--- src/rtl/multdiv_pkg.sv ---
// Shared state encoding, step counts and Booth recode constants for the
// multi-cycle multiply/divide unit.
package multdiv_pkg;

  localparam int WIDTH     = 32;
  localparam int MUL_STEPS = 16;
  localparam int DIV_STEPS = 32;
  localparam int MUL_LAT   = 17;
  localparam int DIV_LAT   = 33;

  typedef enum logic [1:0] {
    IDLE    = 2'd0,
    MUL_RUN = 2'd1,
    DIV_RUN = 2'd2,
    FIX     = 2'd3
  } md_state_e;

  typedef enum logic [2:0] {
    BOOTH_ZERO   = 3'd0,
    BOOTH_POS_M  = 3'd1,
    BOOTH_POS_2M = 3'd2,
    BOOTH_NEG_M  = 3'd5,
    BOOTH_NEG_2M = 3'd6
  } booth_op_e;

  // Bits are {q[i+1], q[i], q[i-1]} of the multiplier.
  function automatic booth_op_e booth_recode(input logic [2:0] bits);
    booth_op_e op;
    case (bits)
      3'b001, 3'b010: op = BOOTH_POS_M;
      3'b011:         op = BOOTH_POS_2M;
      3'b100:         op = BOOTH_NEG_2M;
      3'b101, 3'b110: op = BOOTH_NEG_M;
      default:        op = BOOTH_ZERO;
    endcase
    return op;
  endfunction

endpackage

--- src/rtl/pipe_multdiv_booth_r4_step.sv ---
// One radix-4 Booth iteration on the 66-bit product register
// {high[32:0], multiplier[31:0], q_minus1}.
module booth_r4_step (
  input  logic [65:0] prod_in,
  input  logic [31:0] mcand,
  output logic [65:0] prod_out
);
  import multdiv_pkg::*;

  logic [33:0] m_ext;
  logic [33:0] addend;
  logic [33:0] sum;

  // The add is done one bit wider than the stored high part because
  // high + 2M can exceed 33 bits before the shift brings it back in range.
  always_comb begin
    m_ext  = {{2{mcand[31]}}, mcand};
    addend = '0;
    case (booth_recode(prod_in[2:0]))
      BOOTH_POS_M:  addend = m_ext;
      BOOTH_POS_2M: addend = {m_ext[32:0], 1'b0};
      BOOTH_NEG_M:  addend = -m_ext;
      BOOTH_NEG_2M: addend = -{m_ext[32:0], 1'b0};
      default:      addend = '0;
    endcase
    sum      = {prod_in[65], prod_in[65:33]} + addend;
    prod_out = {sum[33], sum[33:2], sum[1:0], prod_in[32:2]};
  end

endmodule

--- src/rtl/pipe_multdiv.sv ---
// Multi-cycle signed multiply (radix-4 Booth) / divide (non-restoring) unit
// for the execute stage; one start pulse in, one result-ready pulse out.
module pipe_multdiv #(
  parameter int WIDTH   = 32,
  parameter int MUL_LAT = 17,
  parameter int DIV_LAT = 33
) (
  input  logic             clock,
  input  logic             reset,
  input  logic [WIDTH-1:0] data_operandA,
  input  logic [WIDTH-1:0] data_operandB,
  input  logic             ctrl_MULT,
  input  logic             ctrl_DIV,
  output logic [WIDTH-1:0] data_result,
  output logic             data_exception,
  output logic             data_resultRDY,
  output logic             busy
);
  import multdiv_pkg::*;

  md_state_e   state_q, state_d;
  logic [5:0]  count_q;
  logic        is_mul_q;
  logic [65:0] prod_q, prod_next;
  logic [31:0] mcand_q;
  logic [33:0] rem_q, rem_next, rem_shift;
  logic [31:0] quo_q, quo_next, dvs_q;
  logic        neg_q, dvz_q, ovf_q;
  logic        start;
  logic        last_step;
  logic [63:0] product;
  logic [31:0] quotient;
  logic [31:0] fix_result;
  logic        fix_exc;

  booth_r4_step u_booth (
    .prod_in  (prod_q),
    .mcand    (mcand_q),
    .prod_out (prod_next)
  );

  always_comb begin
    start     = ctrl_MULT | ctrl_DIV;
    last_step = (state_q == MUL_RUN && count_q == 6'(MUL_LAT - 2)) ||
                (state_q == DIV_RUN && count_q == 6'(DIV_LAT - 2));
    state_d   = state_q;
    case (state_q)
      MUL_RUN, DIV_RUN: if (last_step) state_d = FIX;
      FIX:              state_d = IDLE;
      default:          state_d = state_q;
    endcase
    // A new start always wins, including a restart of an op in flight.
    if (start) state_d = ctrl_MULT ? MUL_RUN : DIV_RUN;
    busy = (state_q == FIX) ||
           ((state_q == MUL_RUN || state_q == DIV_RUN) && count_q != 6'd0);
  end

  always_comb begin
    rem_shift = {rem_q[32:0], quo_q[31]};
    rem_next  = rem_q[33] ? rem_shift + {2'b00, dvs_q}
                          : rem_shift - {2'b00, dvs_q};
    quo_next  = {quo_q[30:0], ~rem_next[33]};
  end

  // Sign fix-up and exception evaluation, registered in the FIX cycle.
  always_comb begin
    product    = prod_q[64:1];
    quotient   = neg_q ? -quo_q : quo_q;
    fix_result = '0;
    fix_exc    = 1'b0;
    if (is_mul_q) begin
      fix_result = product[31:0];
      fix_exc    = product[63:31] != {33{product[63]}};
    end else begin
      fix_result = dvz_q ? 32'd0 : quotient;
      fix_exc    = dvz_q | ovf_q;
    end
  end

  always_ff @(posedge clock or posedge reset) begin
    if (reset) begin
      state_q        <= IDLE;
      count_q        <= '0;
      is_mul_q       <= 1'b0;
      prod_q         <= '0;
      mcand_q        <= '0;
      rem_q          <= '0;
      quo_q          <= '0;
      dvs_q          <= '0;
      neg_q          <= 1'b0;
      dvz_q          <= 1'b0;
      ovf_q          <= 1'b0;
      data_result    <= '0;
      data_exception <= 1'b0;
      data_resultRDY <= 1'b0;
    end else begin
      state_q        <= state_d;
      data_resultRDY <= (state_q == FIX) && !start;
      if (start) begin
        count_q        <= '0;
        is_mul_q       <= ctrl_MULT;
        mcand_q        <= data_operandA;
        prod_q         <= {33'd0, data_operandB, 1'b0};
        rem_q          <= '0;
        quo_q          <= data_operandA[31] ? -data_operandA : data_operandA;
        dvs_q          <= data_operandB[31] ? -data_operandB : data_operandB;
        neg_q          <= data_operandA[31] ^ data_operandB[31];
        dvz_q          <= data_operandB == 32'd0;
        ovf_q          <= data_operandA == 32'h8000_0000 && data_operandB == 32'hFFFF_FFFF;
        data_result    <= '0;
        data_exception <= 1'b0;
      end else begin
        case (state_q)
          MUL_RUN: begin
            prod_q  <= prod_next;
            count_q <= count_q + 6'd1;
          end
          DIV_RUN: begin
            rem_q   <= rem_next;
            quo_q   <= quo_next;
            count_q <= count_q + 6'd1;
          end
          FIX: begin
            data_result    <= fix_result;
            data_exception <= fix_exc;
          end
          default: count_q <= count_q;
        endcase
      end
    end
  end

endmodule

--- config.mk ---
export PLATFORM = sky130hd
export DESIGN_NAME = pipe_multdiv
export DESIGN_NICKNAME = d
export VERILOG_FILES = /design/src/rtl/multdiv_pkg.sv /design/src/rtl/pipe_multdiv_booth_r4_step.sv /design/src/rtl/pipe_multdiv.sv
export SDC_FILE = /design/constraint.sdc
export NUM_CORES = 1
export LEC_CHECK = 0
export CAP_MARGIN = 20
export CORE_UTILIZATION = 30
export CTS_CLUSTER_DIAMETER = 200
export DETAILED_ROUTE_END_ITERATION = 10
export DONT_BUFFER_PORTS = 1
export SLEW_MARGIN = 20
export SYNTH_ARGS = -nofsm -noshare
export SYNTH_HDL_FRONTEND = slang
export SYNTH_SLANG_ARGS = --single-unit
--- constraint.sdc ---
create_clock -name clock -period 11 [get_ports clock]
set_input_delay 1.65 -clock clock [delete_from_list [all_inputs] [get_ports clock]]
set_output_delay 1.65 -clock clock [all_outputs]
set_load 0.05 [all_outputs]
==> impl_metrics.yaml <==
floorplanning:
  core_area_mm2: 0.0566
  io_pins: 103
  die_w_um: 242
  initial_core_util: 0.305
  die_y_um: 242
  num_rows: 87
  dieArea_mm2: 0.0586
yosys:
  synth_cell_type_count: 70
  syn_inst: 2064
  avgSynthCellArea_um2: 8.37
  synth_xor_area_frac: 0.103
  synth.area.mux_share: 0.0626
  synth_area_mm2: 0.0173
  synthFlopType: "dfrtp_1"
  synth_compound_area_frac: 0.200
  synthesis.nets: 2213
  ys_seq_area_frac: 0.349
  ys_warn_count: 0
  synth_edf_count: 0
  synth_simple_gate_area_frac: 0.191
  synth_adder_area_share: 0.0595
  synth_top_family_by_area: "compound AO/OA/AOI/OAI gates"
  ys_async_sr_fraction: 1.00
  synth_seq_cells: 241
timing:
  grt_setup_unrepaired: "false"
  tightest_slew_ns: 1.07
  fin_ws_ns: 5.73
  setup_viol: 0
  timing.final.crit_share: 0.479
  hold_violations: 0
  clock-skew-final_ns: 0.0211
  min_period_ns: 5.27
  hold_ws_ns: 0.487
  slew_headroom: 0.286
  slew_violations: 0
  max_freq_ghz: 0.190
  fin_setup_tns_ns: 0
placed_design:
  place_congestion: 0.908
  dp_hpwl_mm: 36.7
  pre_cts_slack_ns: 5.70
  port_buffers: 0
worst_hold_path:
  hold_path.class: "reg -> reg"
  min-delay-start: "ovf_q"
grt:
  antenna_found_initial: 0
  grt_pass1_vias: 14572
  grt_start_max_net_pins: 106
  grt-ovfl-total: 0
  grt_pass1_wl_mm: 82.3
  track_usage: 0.171
critical_path:
  path_max_fanout: 8
  cp.arrival_ns: 5.74
  cp_data_required_time_ns: 11.47
  cp-start-kind: "flip-flop"
  worstSetupPathType: "reg -> reg"
  crit_start: "mcand_q[3]"
  cp-end-kind: "flip-flop"
  reg2reg_from: "mcand_q[3]"
  regToRegSetupSlack_ns: 5.73
cells_and_area:
  final_layout_size_suffix_gt1_frac: 0.0470
  area_growth_pct: 10.1
  layout_common_cells: "264 x nand2_1, 241 x dfrtp_1, 210 x nor2_1"
  layout_commonest_cell: "nand2_1"
  diodes: 0
  multi_input_area_mm2: 0.0107
  fillers: 5940
  seqCellArea_mm2: 0.00603
  fin_nets: 2149
cts:
  insertion_delay_ns: 0.60
  cts_buffers: 30
  hold_buffers: 0
  clk_pin_slew_ns: 0.06
  htree_levels: 1
  cts_setup_buffers: 0
  ctsResizeCount: 0
  cts_max_path_buffers: 3
  root_buffer: "clkbuf_16"
  cts_tree: "yes"
  clkSinkCount: 241
power:
  power_frac_seq: 0.385
  p_leak_nw: 7.98
  ir_drop_mv: 0.126
  powerDensity_mw_per_mm2: 146
  power_switching_uw: 943
  p_comb_frac: 0.238
  internal_power_mw: 1.84
  clockPowerShare: 0.376
  swShare: 0.339
routing:
  vias: 15012
  drc: 0
  via_per_inst: 5.40
  wl_per_cell_um: 18.3
  ant_nets: 0
  totalWireLength_mm: 50.7
  drtPass1Iterations: 5
  drtIter0Drc: 1432
status:
  outcome: "complete, no violations"
run:
  maxCapViolCount: 0
metal layers:
metal  global-route usage  vias up  share of wire
met2                0.278      366           0.46
met1                0.230     7290           0.46
met3               0.0307       86          0.055
met5                    0        -              0
met4               0.0549        0          0.030
li1                     -     7270              -
cells in the mapped netlist, drive strengths merged (4+ instances only):
library cell  instances  share of area
a211oi               18         0.0078
a21boi                4         0.0017
a21o                 25          0.011
a21oi               145          0.042
a22oi                56          0.024
a31o                  4         0.0020
a31oi                18         0.0065
and2                  6         0.0022
and3                 10         0.0036
buf                   9         0.0020
clkbuf              103          0.022
dfrtp               241           0.35
ha                   79          0.057
inv                  46          0.010
mux2i               107          0.062
nand2               264          0.057
nand2b               18         0.0069
nand3                41          0.012
nand4                20         0.0072
nand4b                5         0.0025
nor2                211          0.046
nor2b                14         0.0051
nor3                 34         0.0098
nor3b                10         0.0043
nor4                 27         0.0098
nor4b                 6         0.0034
o211ai               10         0.0043
o21a                  7         0.0030
o21ai               170          0.049
o21bai                8         0.0035
o311ai                4         0.0020
o31a                  4         0.0020
o31ai                43          0.019
o41ai                20          0.011
or2                   5         0.0018
or3                  21         0.0082
or4                  14         0.0069
xnor2               112          0.057
xor2                 91          0.046
registers in the layout (all words and copies together), names as in the netlist, 2 cells and up:
register     flops
quo_q           32
mcand_q         32
prod_q          65
dvs_q           32
state_q          2
rem_q           34
count_q          6
data_result     32
power by group through the flow:
stage / Combinational, mW / Sequential (mW) / Clock [mW]
global placement: 0.647 / 1.08 / 0
global route: 0.740 / 1.08 / 1.10
detailed placement: 0.657 / 1.09 / 0
floorplan: 0.527 / 1.05 / 0
CTS: 0.660 / 1.07 / 1.07
finish: 0.663 / 1.07 / 1.05
per-stage QoR:
stage               total power, mW  cell area [um^2]  cells   util
detailed placement             1.74             18000   2723  0.317
global placement               1.73             18000   2723  0.317
finish                         2.78             19000   2779  0.336
floorplan                      1.58             17300   2064      -
CTS                            2.80             19000   2778  0.336
global route                   2.93             19000   2779  0.336
area by class of cell:
type,count,share of cell area
Tap cell,756,0.0497
Multi-Input combinational cell,1663,0.562
Inverter,48,0.00986
Clock buffer,38,0.0447
Clock inverter,17,0.0101
Sequential cell,241,0.317
Timing Repair Buffer,16,0.00671
final timing paths:
check / cells after the start / endpoint
max in group asynchronous: 3 / data_result[7]
min in group asynchronous: 1 / rem_q[23]
worst min-delay path: 2 / ovf_q
worst max-delay path: 17 / prod_q[64]
worst min register to register: 2 / ovf_q
worst max register to register: 17 / prod_q[64]
worst max-delay path: stages (launching register included):
cell,delay [ns]
dfrtp_1,0.42
or4_1,0.56
nor4_1,0.68
nand2_1,0.29
o41ai_1,0.38
xnor2_1,0.15
a22oi_1,0.18
nor2_1,0.08
ha_1,0.40
inv_1,0.05
or3_1,0.41
or3_1,0.38
a21oi_1,0.13
nor3b_1,0.09
o41ai_1,0.41
xor2_1,0.22
a21oi_1,0.09
a31o_1,0.23
logic make-up after synthesis:
| family | Yosys count |
|---|---|
| simple gates | 714 |
| compound gates | 557 |
| flops | 241 |
| xor+xnor | 203 |
| buf+inv | 160 |
| mux | 108 |
| fa+ha+maj | 81 |
Note: power is estimated with default switching activity, not from simulation.
